==> config.mk <==
export PLATFORM = sky130hd
export DESIGN_NAME = load_store_unit
export DESIGN_NICKNAME = d
export VERILOG_FILES = /design/src/rtl/load_store_unit.sv
export SDC_FILE = /design/constraint.sdc
export NUM_CORES = 1
export LEC_CHECK = 0
export BUFFER_PORTS_ARGS = -buffer_cell sky130_fd_sc_hd__buf_2
export CELL_PAD_IN_SITES_DETAIL_PLACEMENT = 1
export CELL_PAD_IN_SITES_GLOBAL_PLACEMENT = 2
export CORE_AREA = 4 4 132 134
export DETAILED_ROUTE_END_ITERATION = 7
export DIE_AREA = 0 0 136 138
export HOLD_SLACK_MARGIN = 0.15
export PLACE_DENSITY = 0.9
export SLEW_MARGIN = 30
export SYNTH_ARGS = -nofsm -noshare
export SYNTH_HDL_FRONTEND = slang
export SYNTH_SLANG_ARGS = --single-unit
==> constraint.sdc <==
create_clock -name clk_i -period 2.8 [get_ports clk_i]
set_clock_uncertainty 0.2 [all_clocks]
set_input_delay 0 -clock clk_i [delete_from_list [all_inputs] [get_ports clk_i]]
set_output_delay 0 -clock clk_i [all_outputs]
set_load 0.1 [all_outputs]
==> src/rtl/load_store_unit.sv <==
// Byte-addressed RV32I load/store front end for a word-wide BRAM without byte enables.
// Sub-word stores are done as read-modify-write; misaligned/illegal accesses never strobe memory.
`ifndef MEM_WORDS
`define MEM_WORDS 8
`endif

module load_store_unit #(
  parameter int WORDS = `MEM_WORDS
) (
  input  logic             clk_i,
  input  logic             rst_i,
  input  logic             req_i,
  input  logic             we_i,
  input  logic [2:0]       funct3_i,
  input  logic [WORDS+1:0] addr_i,
  input  logic [31:0]      wdata_i,
  output logic             ready_o,
  output logic             done_o,
  output logic             err_o,
  output logic [31:0]      rdata_o,
  output logic [WORDS-1:0] mem_addr_o,
  output logic [31:0]      mem_data_o,
  output logic             mem_rd_o,
  output logic             mem_wr_o,
  input  logic [31:0]      mem_data_i
);

  typedef enum logic [1:0] {IDLE, READ, WRITE, DONE} state_t;

  state_t           state_q, state_d;
  logic [WORDS+1:0] addr_q, addr_d;
  logic [2:0]       f3_q, f3_d;
  logic             we_q, we_d;
  logic             err_q, err_d;
  logic [31:0]      wbuf_q, wbuf_d;
  logic [31:0]      rdata_q, rdata_d;

  function automatic logic illegal(input logic we, input logic [2:0] f3, input logic [1:0] a);
    logic bad_f3, bad_st, mis;
    bad_f3 = (f3 == 3'b011) || (f3[2:1] == 2'b11);
    bad_st = we && f3[2];
    mis    = ((f3[1:0] == 2'b01) && a[0]) || ((f3[1:0] == 2'b10) && (a != 2'b00));
    return bad_f3 || bad_st || mis;
  endfunction

  function automatic logic [31:0] extract(input logic [31:0] word, input logic [2:0] f3,
                                          input logic [1:0] a);
    logic [31:0] sh;
    logic [31:0] res;
    sh = word >> {a, 3'b000};
    case (f3)
      3'b000:  res = 32'($signed(sh[7:0]));
      3'b001:  res = 32'($signed(sh[15:0]));
      3'b100:  res = {24'h0, sh[7:0]};
      3'b101:  res = {16'h0, sh[15:0]};
      default: res = word;
    endcase
    return res;
  endfunction

  // Only the addressed byte/half is replaced; halves are always 16-bit aligned here.
  function automatic logic [31:0] merge(input logic [31:0] word, input logic [31:0] wd,
                                        input logic [2:0] f3, input logic [1:0] a);
    logic [31:0] mask;
    logic [4:0]  sh;
    sh   = {a, 3'b000};
    mask = f3[0] ? (32'h0000_FFFF << sh) : (32'h0000_00FF << sh);
    return (word & ~mask) | ((wd << sh) & mask);
  endfunction

  always_comb begin
    state_d = state_q;
    addr_d  = addr_q;
    f3_d    = f3_q;
    we_d    = we_q;
    err_d   = err_q;
    wbuf_d  = wbuf_q;
    rdata_d = rdata_q;
    case (state_q)
      IDLE: begin
        if (req_i) begin
          addr_d = addr_i;
          f3_d   = funct3_i;
          we_d   = we_i;
          wbuf_d = wdata_i;
          err_d  = illegal(we_i, funct3_i, addr_i[1:0]);
          if (err_d)                            state_d = DONE;
          else if (we_i && funct3_i == 3'b010) state_d = WRITE;
          else                                  state_d = READ;
        end
      end
      READ: begin
        if (we_q) begin
          wbuf_d  = merge(mem_data_i, wbuf_q, f3_q, addr_q[1:0]);
          state_d = WRITE;
        end else begin
          rdata_d = extract(mem_data_i, f3_q, addr_q[1:0]);
          state_d = DONE;
        end
      end
      WRITE:   state_d = DONE;
      DONE:    state_d = IDLE;
      default: state_d = IDLE;
    endcase
  end

  always_ff @(posedge clk_i or posedge rst_i) begin
    if (rst_i) begin
      state_q <= IDLE;
      addr_q  <= '0;
      f3_q    <= '0;
      we_q    <= 1'b0;
      err_q   <= 1'b0;
      wbuf_q  <= '0;
      rdata_q <= '0;
    end else begin
      state_q <= state_d;
      addr_q  <= addr_d;
      f3_q    <= f3_d;
      we_q    <= we_d;
      err_q   <= err_d;
      wbuf_q  <= wbuf_d;
      rdata_q <= rdata_d;
    end
  end

  // Outputs decode purely from registers so they are stable when memory samples on negedge.
  assign ready_o    = (state_q == IDLE);
  assign done_o     = (state_q == DONE);
  assign err_o      = (state_q == DONE) && err_q;
  assign mem_rd_o   = (state_q != READ);
  assign mem_wr_o   = (state_q != WRITE);
  assign mem_addr_o = addr_q[WORDS+1:2];
  assign mem_data_o = wbuf_q;
  assign rdata_o    = rdata_q;

endmodule

==> results.yml <==
grt:
  grt-busiest-layer: "met2"
  grt_max_degree: 51
  grt_pass1_vias: 5770
  grt.total_usage: 0.221
  grt_use_met1: 0.287
  grt_use_met3: 0.0436
  grt_pass1_wl_um: 32500
  antenna_found_initial: 1
  grt_use_met2: 0.359
  grt_overflow_total: 0
cells_and_area:
  final_cells: 987
  fin_area_sq_mm: 0.00714
  fillers: 1909
  nNetsFinal: 847
  finalCoreUtilization: 0.438
  syn_to_final_growth_pct: 49.1
  regArea_sq_mm: 0.00203
  drive_above_1_share: 0.303
  multi_input_area_sq_mm: 0.00248
placed_design:
  port_buffers: 157
  place_inst: 867
  place_hpwl_um: 14000
  gp_congestion: 0.850
  placed_cell_area_sq_mm: 0.00568
timing:
  drv_slew: 0
  max_freq_mhz: 372
  finalSetupViolations: 0
  slew_headroom: 0.484
  post-route-period-util: 0.959
  hold_violations: 0
  rsz0062_at_grt: "no"
  worst_slew_pin_slew_ns: 0.774
  fin_setup_tns_ns: 0
  finalWorstPathRequiredPeriod_ns: 2.68
clock_network:
  clk_latency_ns: 0.35
  cts_buffers: 9
  clk_path_buf_depth: 2
  clkSinkCount: 81
  clk_pin_slew_worst_paths_ns: 0.06
  cts_root_buf: "clkbuf_16"
  htreeDepth: 3
  cts_tree: "done"
routing:
  firstDrtPassIters: 4
  drt_iter0_drc: 384
  drt_drc_violations_left: 0
  routed_wl_um: 20700
  viasPerCell: 5.29
  num_vias: 5226
  detail-route-antenna-nets: 0
  wire_per_inst_um: 21.0
synth:
  synthDistinctLibCells: 42
  yosys.area_share.simple: 0.149
  yosysWarnings: 0
  synth_edf_count: 0
  post_synth.cell_area_avg_sq_um: 9.00
  yosys.area_share.xor_xnor: 0
  synth_cells: 532
  muxShareOfSynthArea: 0.0996
  yosysSeqAreaShare: 0.423
  syn_nets: 618
  synth.area.top_cells: "dfrtp_1 (42%), o21ai_0 (7.5%), mux2_2 (5.2%)"
  synth_ff_type: "dfrtp_1"
  synth_top_family_by_area: "compound AO/OA/AOI/OAI gates"
  async_flop_share: 1.00
  synthAdderAreaFrac: 0.0131
  syn_area_sq_mm: 0.00479
  yosysTopAreaCell: "dfrtp_1"
  netlist.area_leader.share: 0.423
  synth_compound_area_frac: 0.253
  ys_ff_latch: 81
die:
  die_x_um: 136
  ios: 158
  fp-row-count: 47
  initial_core_util: 0.294
  die_y_um: 138
  core_area_sq_mm: 0.0163
  die_area_sq_mm: 0.0188
run:
  drv_cap: 0
worst_setup_path:
  cp.arrival_ns: 2.71
  path_max_fanout: 33
  cp-start-kind: "register"
  end_kind: "register"
  worstSetupPathType: "reg -> reg"
  cp.required_ns: 2.82
outcome:
  status: "finished clean"
hold_path:
  hold_class: "in -> reg"
## through the flow
step / hold slack (ns) / setup slack (ns)
floorplan: -0.0494 / 0.298
global placement: -0.0565 / 0.467
detailed placement: -0.0469 / 0.442
CTS: 0.221 / 0.0206
global route: 0.235 / 0.000540
finish: 0.224 / 0.115
## timing repair
item | 4_1_cts | 5_1_grt
endpoints found under the hold margin | 136 | 0
gates resized for setup | 0 | 11
buffers inserted | 0 | 3
hold buffers | 100 | 0
setup endpoints to repair | 0 | 15
## logic make-up (layout without fill, tap and decap cells)
logic type / count (synthesis) / count (layout)
other: 0 / 1
AOI/OAI and AO/OA: 191 / 191
muxes: 42 / 42
and+or+nand+nor: 151 / 151
adders and majority gates: 5 / 5
DFF: 81 / 81
buffers and inverters: 62 / 296
## Yosys cell counts, types with 2 or more instances
cell       number
o211ai_1        9
ha_1            5
a31oi_1         7
nand3b_1        9
a2bb2oi_1       7
clkbuf_1       25
a211oi_1        7
o221a_2         8
a311oi_1        2
and2_1          2
dfrtp_1        81
nand2b_1        4
mux2i_4         2
buf_1           2
nand3_1        33
nor2_1         36
o22ai_1         7
buf_2          17
buf_4           9
o21ai_0        72
nor3_1          2
a21o_1          2
mux2_2         22
nor2_2          2
mux2i_1        17
nor4_1          8
inv_1           6
a21oi_1        49
nand2_1        43
nor2b_1        10
o22a_1         16
## cells in the final DEF, fill, tap and decap left out, types with 16 or more instances in the layout
cell | synthesis | routed
buf_2 | 17 | 157
dlygate4sd3_1 | 0 | 100
dfrtp_1 | 81 | 79
o21ai_0 | 72 | 72
a21oi_1 | 49 | 49
nand2_1 | 43 | 43
nor2_1 | 36 | 36
nand3_1 | 33 | 33
mux2_2 | 22 | 22
mux2i_1 | 17 | 17
o22a_1 | 16 | 16
## critical path: stages (launching register included)
cell,delay [ns]
dfrtp_1,0.42
inv_1,0.15
ha_1,0.32
nor2b_4,0.36
nor2_2,0.08
buf_6,0.19
o21ai_0,0.10
o21ai_0,0.12
dlygate4sd3_1,0.61
## final timing paths
check	start	endpoint	slack (ns)	cells after the start
min in group asynchronous	rst_i	rdata_o[0]	0.66	4
max	state_q[1]	register	0.12	8
min reg2reg	rdata_o[2]	rdata_o[2]	0.28	2
max reg2reg	state_q[1]	register	0.12	8
max in group asynchronous	rst_i	rdata_o[18]	0.92	5
min	addr_i[8]	addr_q[8]	0.22	3
## layout make-up
type | instances | area share
well taps | 220 | 0.0386
diodes | 1 | 0.000351
repair buffers | 273 | 0.271
inverters | 7 | 0.00386
flip-flops and latches | 81 | 0.285
clock inverters | 5 | 0.0210
clock buffers | 11 | 0.0340
multi-input cells | 389 | 0.347
## per-layer routing
| metal | share of wire | up-vias |
|---|---|---|
| met5 | 0 | - |
| met4 | 0.032 | 0 |
| met1 | 0.43 | 2584 |
| met2 | 0.48 | 200 |
| met3 | 0.058 | 42 |
| li1 | - | 2400 |
Power is not shown: default switching activity piles up to over one toggle a cycle in this logic, so the estimate is an artifact.
